### src/rtl/cache_arbiter.sv
// Round-robin arbiter sharing one data-cache port between two requesters; 0-cycle added latency on hits.
// Backpressure via reqX_miss: a missed access locks the grant and replays the captured request until done.
module cache_arbiter #(
    parameter int ADDR_W = 32,
    parameter int DATA_W = 32,
    parameter int CNT_W  = 32
) (
    input  logic              clk,
    input  logic              rst,
    input  logic [ADDR_W-1:0] req0_addr,
    input  logic [DATA_W-1:0] req0_wdata,
    input  logic              req0_re,
    input  logic              req0_we,
    output logic [DATA_W-1:0] req0_rdata,
    output logic              req0_miss,
    input  logic [ADDR_W-1:0] req1_addr,
    input  logic [DATA_W-1:0] req1_wdata,
    input  logic              req1_re,
    input  logic              req1_we,
    output logic [DATA_W-1:0] req1_rdata,
    output logic              req1_miss,
    output logic [ADDR_W-1:0] addr_cache,
    output logic [DATA_W-1:0] wdata_cache,
    output logic              read_enable_cache,
    output logic              write_enable_cache,
    input  logic [DATA_W-1:0] rdata_cache,
    input  logic              miss_cache,
    output logic              owner,
    output logic [CNT_W-1:0]  stall_cnt0,
    output logic [CNT_W-1:0]  stall_cnt1
);

    localparam logic [CNT_W-1:0] CNT_ONE = 1;

    logic              locked;
    logic              owner_q;
    logic              last;
    logic [ADDR_W-1:0] cap_addr;
    logic [DATA_W-1:0] cap_wdata;
    logic              cap_re;
    logic              cap_we;

    logic req0, req1, any_req, g;

    assign req0    = req0_re | req0_we;
    assign req1    = req1_re | req1_we;
    assign any_req = req0 | req1;
    assign g       = (req0 && req1) ? ~last : req1;

    assign req0_rdata = rdata_cache;
    assign req1_rdata = rdata_cache;

    always_comb begin
        addr_cache         = '0;
        wdata_cache        = '0;
        read_enable_cache  = 1'b0;
        write_enable_cache = 1'b0;
        req0_miss          = req0;
        req1_miss          = req1;
        owner              = owner_q;
        if (rst) begin
            req0_miss = 1'b1;
            req1_miss = 1'b1;
        end else if (locked) begin
            addr_cache         = cap_addr;
            wdata_cache        = cap_wdata;
            read_enable_cache  = cap_re;
            write_enable_cache = cap_we;
            if (owner_q) req1_miss = miss_cache;
            else         req0_miss = miss_cache;
        end else if (any_req) begin
            owner = g;
            if (g) begin
                addr_cache         = req1_addr;
                wdata_cache        = req1_wdata;
                read_enable_cache  = req1_re & ~req1_we;
                write_enable_cache = req1_we;
                req1_miss          = miss_cache;
            end else begin
                addr_cache         = req0_addr;
                wdata_cache        = req0_wdata;
                read_enable_cache  = req0_re & ~req0_we;
                write_enable_cache = req0_we;
                req0_miss          = miss_cache;
            end
        end
    end

    always_ff @(posedge clk) begin
        if (rst) begin
            locked     <= 1'b0;
            owner_q    <= 1'b0;
            last       <= 1'b1;
            cap_addr   <= '0;
            cap_wdata  <= '0;
            cap_re     <= 1'b0;
            cap_we     <= 1'b0;
            stall_cnt0 <= '0;
            stall_cnt1 <= '0;
        end else begin
            if (locked) begin
                // Completion of the replayed access releases the port even if the requester left.
                if (!miss_cache) begin
                    locked <= 1'b0;
                    last   <= owner_q;
                end
            end else if (any_req) begin
                owner_q <= g;
                if (miss_cache) begin
                    locked    <= 1'b1;
                    cap_addr  <= addr_cache;
                    cap_wdata <= wdata_cache;
                    cap_re    <= read_enable_cache;
                    cap_we    <= write_enable_cache;
                end else begin
                    last <= g;
                end
            end
            if (req0 && req0_miss && stall_cnt0 != '1) stall_cnt0 <= stall_cnt0 + CNT_ONE;
            if (req1 && req1_miss && stall_cnt1 != '1) stall_cnt1 <= stall_cnt1 + CNT_ONE;
        end
    end

endmodule

### config.mk
export PLATFORM = sky130hd
export DESIGN_NAME = cache_arbiter
export DESIGN_NICKNAME = d
export VERILOG_FILES = /design/src/rtl/cache_arbiter.sv
export SDC_FILE = /design/constraint.sdc
export NUM_CORES = 1
export LEC_CHECK = 0
export ABC_CLOCK_PERIOD_IN_PS = 2500
export BUFFER_PORTS_ARGS = -buffer_cell sky130_fd_sc_hd__buf_4
export CAP_MARGIN = 20
export CORE_AREA = 3 3 142 144
export DETAILED_ROUTE_END_ITERATION = 6
export DIE_AREA = 0 0 145 147
export GPL_TIMING_DRIVEN = 0
export PLACE_DENSITY = 0.74
export SLEW_MARGIN = 40
export SYNTH_ARGS = -nofsm -noshare
export SYNTH_HDL_FRONTEND = slang
export SYNTH_SLANG_ARGS = --single-unit
### constraint.sdc
create_clock -name clk -period 2.5 [get_ports clk]
set_input_delay 0.25 -clock clk [delete_from_list [all_inputs] [get_ports clk]]
set_output_delay 0.25 -clock clk [all_outputs]
set_load 0.1 [all_outputs]
* Word level (Yosys, flattened, before mapping)
Index checks and enable logic that the tools add are counted.
Storage, ports and cells: latch bits 0, memories kept 0, bits in registers 133, memory bits (read-only) 0, logic and storage cells 69, input port bits 167, RAM bits 0
Cells by class: mux-type cells 37, equal/unequal tests 4, multipliers 0, $add $sub $neg 2, div/mod/pow operators 0, reductions and logical operators 8, bitwise operators 9, shifts and indexed selects 0, $lt $le $gt $ge 0
Operator list (count):
- 32-bit 2-to-1 mux | 8
- 32-bit by 1-bit adder with 32-bit output (second input constant) | 2
- 32-bit != test (second input constant) | 2
- 1-bit 2-to-1 mux | 29
- 3-bit AND reduction | 2
- 1-bit logical AND | 5
- 2-bit != test (second input constant) | 2
- 1-bit inverter | 4
- 1-bit bitwise OR | 3
- 1-bit bitwise AND | 2
- 2-bit nonzero test | 1

* Longest topological paths before layout
Gate-level depths: netlist (run 1).
depth in word-level cells 9, depth in mapped cells 9

* Worst setup path before layout (run 1)
OpenSTA, ideal clock, no wires.
path type register -> output, from register locked, to output owner, cell stages (with the launch flop) 5, path buffers 3, path slack -0.879 ns, arrival time 3.129 ns, path through dfxtp_1 buf_2 clkbuf_1 clkbuf_1 o31ai_1
Between the ends: longest elaborated chain between the ends 2
RTL lines:
- start: declaration | line 35 | logic locked;
- start signal: assignment | line 91 | locked <= 1'b0;
- start signal: assignment | line 104 | locked <= 1'b0;
- start signal: assignment | line 110 | locked <= 1'b1;
- 1-bit 2-to-1 mux | line 64 | end else if (locked) begin
- 1-bit 2-to-1 mux | line 61 | if (rst) begin
- end: declaration | line 28 | output logic owner,
No other way between the ends.

* Worst setup path after layout (run 1)
from register last, to output wdata_cache[17]
Between the ends: longest elaborated chain between the ends 6
RTL lines:
- start: declaration | line 37 | logic last;
- start signal: assignment | line 105 | last <= owner_q;
- start signal: assignment | line 116 | last <= g;
- 1-bit inverter | line 48 | assign g = (req0 && req1) ? ~last : req1;
- 1-bit 2-to-1 mux | line 48
- 32-bit 2-to-1 mux | line 73 | if (g) begin
- 32-bit 2-to-1 mux | line 71 | end else if (any_req) begin
- 32-bit 2-to-1 mux | line 64
- 32-bit 2-to-1 mux | line 61
- end: declaration | line 23 | output logic [DATA_W-1:0] wdata_cache,
No other way between the ends.

==> flow_metrics.py, run 1 <==
metrics = {
    "cells_and_area": {
        "layout-drive-gt1-share_pct": 51.0,
        "syn2layout_area_growth_pct": 55.4,
        "fin_cells": 1605,
        "diodes": 0,
        "nets": 1502,
        "final_area_um2": 12500,
    },
    "clock_tree": {
        "cts-root-buf": "clkbuf_16",
        "tritoncts": "yes",
        "clk_path_buf_depth": 2,
        "numCtsBuffers": 17,
        "cts.clk_slew.worst_paths_ps": 50,
        "clkSinkCount": 133,
        "clock_latency_ps": 440,
        "cts_max_level": 4,
    },
    "drt": {
        "via_count": 8962,
        "first_iter_violations": 512,
        "route.detailed.drc": 0,
        "via_per_inst": 5.58,
        "firstDrtPassIters": 5,
        "wl_per_cell_um": 18.3,
        "antenna_left": 0,
        "finalWirelength_um": 29300,
    },
    "sta": {
        "fmax_ghz": 0.407,
        "hold_viol_final": 0,
        "setup_tns_ps": 0,
        "relSlewSlack_pct": 50.0,
        "setup_viol": 0,
        "finalClockSkew_ps": 15.0,
        "fin_crit_sh_pct": 98.3,
        "period_minus_slack_ps": 2460,
        "rsz0062_at_grt": "yes",
        "worst_pin_slew_ps": 749,
        "slew_viol_final": 0,
    },
    "yosys": {
        "ys_async_sr_fraction_pct": 0,
        "synth_edf_count": 0,
        "ys_ff_latch": 133,
        "post_synth.cell_area_avg_um2": 8.26,
        "synth_ff_type": "dfxtp_1",
        "synth_top_area_share_pct": 33.1,
        "synthesis.area_um2": 8040,
        "synth_cells": 974,
        "synth_area_leader_cell": "dfxtp_1",
        "ys_types": 54,
        "yosysWarnings": 0,
        "synth_fp_nets": 1143,
        "ys_seq_area_share_pct": 33.1,
        "synth_area_leaders": "dfxtp_1, mux2i_1, nor2_1",
    },
    "run": {
        "maxCapViolations": 0,
    },
    "worst_setup_path": {
        "crit_path_end_kind": "output pin",
        "worstPathRequired_ps": 2250,
        "criticalPathCategory": "reg -> out",
        "r2r-end": "stall_cnt1[22]",
        "rr_worst_depth": 7,
        "startpoint": "last",
        "crit_end": "wdata_cache[17]",
        "crit_fanout": 10,
        "crit_arrival_ps": 2210,
        "regToRegSetupSlack_ps": 220,
        "timing.rr.start": "stall_cnt1[0]",
        "cp-start-kind": "flip-flop",
    },
    "placement": {
        "port_buffers": 330,
        "gp_routability_congestion": 0.853,
        "place_area_um2": 11100,
        "dp_cells": 1564,
        "place_hpwl_um": 21200,
    },
    "die": {
        "ios": 364,
        "core-area_um2": 18800,
        "die_h_um": 147,
        "initial_core_util_pct": 42.7,
        "row_count": 50,
        "die_w_um": 145,
        "die-area_um2": 21300,
    },
    "pwr": {
        "clkPwrFrac_pct": 32.6,
        "power_frac_comb_pct": 37.1,
        "power_density_nw_per_um2": 610,
        "peakVddDrop_mv": 0.351,
        "pwr-share-seq_pct": 30.3,
        "internal-power_uw": 4640,
        "power.share.switching_pct": 39.1,
        "netSwitchingPower_uw": 2980,
        "total_leakage_power_uw": 0.00524,
        "p_total_uw": 7620,
    },
    "global_routing": {
        "antenna_found_initial": 0,
        "grt.total_usage_pct": 25.2,
        "gr-total-overflow": 0,
        "grt_pass1_wl_um": 44400,
        "grt_pass1_vias": 8551,
        "grt_start_max_net_pins": 19,
    },
    "hold_path": {
        "hold_depth": 2,
        "hold_class": "in -> reg",
    },
    "status": {
        "status": "completed",
    },
}
-- power groups by stage --
stage	logic, uW	clock network (uW)	registers (uW)
final	2820	2490	2310
after global placement	2510	0	2330
after floorplan	1870	0	2380
after global routing	2930	2600	2320
after detailed placement	2530	0	2340
after CTS	2650	2490	2300
-- registers in the layout (all words and copies together), names as in the netlist --
signal and flops:
cap_re 1, last 1, locked 1, cap_addr 32, stall_cnt0 32, owner_q 1
stall_cnt1 32, cap_we 1, cap_wdata 32
-- critical path, cell delays in order (launching register included) --
cell and delay, ps:
dfxtp_4 390, o21ai_2 100, nand2_4 180, buf_12 180, buf_12 170, mux2i_2 270
a2bb2oi_2 230, nor2_2 60, buf_6 200
-- metrics by stage --
step | utilization, % | hold WS [ps] | setup slack (ps)
after floorplan | - | 362 | -28.3
after global placement | 58.7 | 469 | -440
after detailed placement | 58.7 | 470 | -459
after CTS | 63.7 | 47.3 | -62.5
after global routing | 66.4 | 61.5 | -42.3
final | 66.4 | 52.2 | 42.8
-- Yosys cell counts (23+ instances only) --
cell / count
buf_4: 67
nor2_1: 162
or4_1: 35
a211oi_1: 65
dfxtp_1: 133
o31ai_1: 36
mux2i_1: 65
clkbuf_1: 56
nand3_1: 23
nand2_1: 27
a2bb2oi_1: 64
a21oi_1: 59
-- cell type report --
| type | count | area, um^2 |
|---|---|---|
| fillers | 1539 | 6330 |
| multi-input cells | 683 | 5140 |
| well taps | 260 | 325 |
| clock inverters | 13 | 135 |
| flip-flops and latches | 133 | 2710 |
| clock buffers | 18 | 439 |
| plain buffers | 147 | 947 |
| repair buffers | 341 | 2770 |
| inverters | 10 | 37.5 |
-- cell families (layout without fill, tap and decap cells) --
| logic type | count (synthesis) | count (layout) | share of synthesized area (%) |
|---|---|---|---|
| AND/OR/NAND/NOR | 350 | 350 | 22.9 |
| AO/OA/AOI/OAI | 255 | 255 | 22.8 |
| buffers and inverters | 158 | 529 | 11.2 |
| flip-flops | 133 | 133 | 33.1 |
| multiplexers | 76 | 76 | 9.63 |
| adder cells (fa/ha/maj) | 2 | 2 | 0.311 |
-- layout by cell type, fill, tap and decap left out, types with 5 or more instances in the layout --
cell          n
clkbuf_2     11
o21ai_0      19
mux2i_2      17
nand2_1      26
clkbuf_1     36
nand3_1      23
dfxtp_2      34
clkbuf_4      9
clkinvlp_4    5
mux2i_1      37
mux2i_4      11
nor2b_1      10
dfxtp_1      98
nand2b_1      5
a2bb2oi_1    24
a2bb2oi_2    39
nor2_2       64
nor2_1       97
nor3_1        7
buf_4       378
mux2_2       11
inv_1        10
buf_12        9
clkbuf_16    20
and3_1        6
o31ai_1      35
a21oi_1      59
nor4_1       10
or4_1        35
buf_6        23
a211oi_1     65
nand4_1      21
buf_2        16
or3_1        14
-- worst min-delay path by stage --
stage	startpoint	to	slack, ps
floorplan	miss_cache	last	360
global placement	stall_cnt0[26]	stall_cnt0[26]	470
CTS	miss_cache	last	50
finish	miss_cache	last	50
global route	miss_cache	last	60
detailed placement	stall_cnt0[26]	stall_cnt0[26]	470
-- what timing repair did --
action	4_1_cts	5_1_grt
buffers inserted	4	4
hold buffers	0	0
gates resized for setup	82	90
endpoints found under the setup margin	68	58
gates cloned	0	3
-- metal layers --
| metal | wire, um | GRT usage [%] |
|---|---|---|
| met1 | 11500 | 30.2 |
| met2 | 15000 | 44.8 |
| met3 | 2040 | 5.83 |
| met4 | 801 | 8.12 |
| met5 | 0 | 0 |
Power figures use the tool's default switching activity.
==> inputs of run 2 (changes only) <==
- ABC_AREA: unset -> 1
- ABC_CLOCK_PERIOD_IN_PS: 2500 -> 2200
- CORE_AREA: 3 3 142 144 -> unset
- CORE_MARGIN: unset -> 3
- CORE_UTILIZATION: unset -> 46
- DIE_AREA: 0 0 145 147 -> unset
- PLACE_DENSITY: 0.74 -> 0.79
- clock period: 2.5 -> 2.2 ns (I/O delays scaled with it)
==> run 2 against run 1 <==
The flow now finishes with violations (setup timing). Cell count up 41%. First-iteration DRC count up 21%. Clock power increased by 33%. Global-route usage increased by 2.6 points. Largest cell class unchanged.
==> flow_metrics.py, run 2 <==
metrics = {
    "status": {
        "status": "complete, but fails checks",
        "violations": "setup timing",
    },
    "worst_setup_path": {
        "criticalPathCategory": "reg -> out",
        "worstPathCellList": "o21ai_4 > nand2_4 > clkbuf_16 > buf_12 > o211ai_1 > o21ai_1 > inv_1 > nor2_4 > buf_12",
        "rr_worst_depth": 14,
        "critPathMostFrequentCell": "buf_12",
        "cp.depth": 9,
        "cp_num_buf_inv": 4,
        "cp-start-kind": "flip-flop",
        "r2r-end": "cap_addr[25]",
        "cp_slowest_cell": "dfxtp_2",
        "crit_fanout": 6,
        "worstPathRequired_ps": 1980,
        "crit_arrival_ps": 2070,
        "timing.rr.start": "last",
        "crit_path_end_kind": "output pin",
        "max_stage_delay_ps": 340,
        "crit_end": "addr_cache[25]",
        "regToRegSetupSlack_ps": -80,
        "startpoint": "last",
        "crit_family": "buffers and inverters",
    },
    "global_routing": {
        "grt_start_max_net_pins": 17,
        "antenna_found_initial": 0,
        "grt.total_usage_pct": 27.8,
        "grt_pass1_vias": 10289,
        "gr-total-overflow": 0,
        "grt_pass1_wl_um": 51100,
    },
    "die": {
        "die-area_um2": 23000,
        "core-area_um2": 20500,
        "row_count": 52,
        "die_h_um": 152,
        "die_w_um": 152,
        "initial_core_util_pct": 47.5,
        "ios": 364,
    },
    "sta": {
        "fin_crit_sh_pct": 104,
        "worst_slack_ps": -94.7,
        "fmax_ghz": 0.436,
        "slew_viol_final": 0,
        "hold_viol_final": 0,
        "worst_pin_slew_ps": 752,
        "relSlewSlack_pct": 49.8,
        "setup_viol": 25,
        "rsz0062_at_grt": "yes",
        "finalClockSkew_ps": 8.69,
        "period_minus_slack_ps": 2290,
    },
    "placement": {
        "port_buffers": 331,
        "gp_routability_congestion": 0.928,
        "pre_cts_ws_ps": -415,
        "place_hpwl_um": 25600,
        "dp_cells": 2176,
    },
    "pwr": {
        "clkPwrFrac_pct": 33.2,
        "pwr-share-seq_pct": 26.0,
        "internal-power_uw": 6120,
        "total_leakage_power_uw": 0.00732,
        "power.share.switching_pct": 38.4,
        "netSwitchingPower_uw": 3820,
        "power_density_nw_per_um2": 651,
        "power_frac_comb_pct": 40.8,
        "peakVddDrop_mv": 0.559,
    },
    "drt": {
        "first_iter_violations": 622,
        "via_count": 11539,
        "firstDrtPassIters": 5,
        "wl_per_cell_um": 16.0,
        "route.detailed.drc": 0,
        "via_per_inst": 5.09,
        "antenna_left": 0,
        "finalWirelength_um": 36300,
    },
    "yosys": {
        "ys_types": 35,
        "yosysMostFrequentCell": "nand2_1",
        "synthesis.area_um2": 9740,
        "ys_async_sr_fraction_pct": 0,
        "synth_area_leader_cell": "dfxtp_1",
        "ys_ff_latch": 133,
        "synth_top_area_share_pct": 27.3,
        "synth_edf_count": 0,
        "ys_seq_area_share_pct": 27.3,
        "synth_area_leaders": "dfxtp_1, nand2_1, inv_1",
        "yosysWarnings": 0,
        "post_synth.cell_area_avg_um2": 6.18,
        "synth_ff_type": "dfxtp_1",
        "synth_fp_nets": 1744,
        "synthTopCellsByCount": "nand2_1, inv_1, nor2_1",
        "synth_cells": 1575,
    },
    "run": {
        "maxCapViolations": 0,
    },
    "hold_path": {
        "hold_class": "in -> reg",
    },
    "clock_tree": {
        "clkSinkCount": 133,
        "cts_max_level": 4,
        "tritoncts": "yes",
        "clk_path_buf_depth": 2,
        "clock_latency_ps": 430,
        "cts.clk_slew.worst_paths_ps": 60,
        "numCtsBuffers": 17,
        "cts-root-buf": "clkbuf_16",
    },
    "cells_and_area": {
        "nets": 2155,
        "diodes": 0,
        "layout-drive-gt1-share_pct": 39.0,
        "fin_cells": 2269,
        "final_cell_mix": "buf_4, nand2_1, inv_1, o21ai_1, nor2_1",
        "syn2layout_area_growth_pct": 56.7,
        "final_common_cell": "buf_4",
    },
}
## run 2: cell types whose count changed after synthesis, moves of 36 or more
cell	before	now
o31ai_1	36	0
mux2i_1	65	0
a21oi_1	59	102
o211ai_1	1	64
inv_1	10	283
o21ai_1	0	110
a211oi_1	65	0
a2bb2oi_1	64	0
nand2_1	27	382
## run 2: worst min path at each step
| stage | startpoint | end | slack, ps | depth (start not counted) |
|---|---|---|---|---|
| after floorplan | rst | last | 350 | 2 |
| after global placement | rst | last | 460 | 3 |
| after detailed placement | rst | last | 480 | 3 |
| after CTS | rst | last | 40 | 3 |
| after global routing | miss_cache | locked | 70 | 3 |
| final | miss_cache | locked | 60 | 3 |
## run 2: cells by family (layout without fill, tap and decap cells)
logic type               Yosys count  after routing  synth area share, %
flip-flops                       133            133                 27.3
XOR/XNOR                          28             28                 2.52
AND/OR/NAND/NOR                  648            648                 28.9
buffers and inverters            428            852                 20.7
adder cells (fa/ha/maj)            2              2                0.257
AO/OA/AOI/OAI                    336            336                 20.3
## run 2: area by class of cell
class | instances | area (um^2)
buffer | 138 | 1140
clock buffer | 20 | 447
clock inverter | 12 | 226
fill | 1569 | 5230
inverter | 289 | 1090
multi-input combinational | 1014 | 5460
sequential | 133 | 2720
tap | 270 | 338
timing repair buffer | 393 | 3850
## run 2: what timing repair did
item / 4_1_cts / 5_1_grt
resized for setup: 215 / 139
pin swaps: 6 / 23
hold buffers: 0 / 0
cloned: 0 / 4
endpoints found under the setup margin: 67 / 70
setup buffers: 22 / 36
## run 2: worst min-delay path, delay by kind of cell
| kind | cells | cell delay, ps |
|---|---|---|
| buf+inv | 2 | 160 |
| simple gates | 1 | 70 |
## run 2: per-stage QoR
| stage | util [%] | total power, uW | area (um^2) | hold WS, ps | setup TNS, ps |
|---|---|---|---|---|---|
| 6_report | 74.5 | 9930 | 15300 | 62.7 | -850 |
| 5_1_grt | 74.5 | 10200 | 15300 | 71.1 | -3820 |
| 4_1_cts | 70.2 | 9500 | 14400 | 40.9 | -326 |
| 3_5_place_dp | 62.4 | 5870 | 12800 | 476 | -16720 |
| 3_3_place_gp | 62.4 | 5840 | 12800 | 457 | -15450 |
| 2_1_floorplan | - | 5070 | 9960 | 347 | 0 |
## run 2: metal layers
layer  vias up  global-route usage (%)  wire (um)
met4         0                    10.3       1520
met3       105                    4.22       2600
met5         -                       0          0
met1      5300                    33.5      13800
met2       483                    49.9      18400
li1       5651                       -          -
## run 2: power groups by stage
stage               combinational (uW)  sequential (uW)  clock [uW]
finish                            4050             2580        3300
global route                      4230             2590        3410
CTS                               3620             2580        3310
detailed placement                3240             2630           0
global placement                  3210             2630           0
floorplan                         2390             2690           0
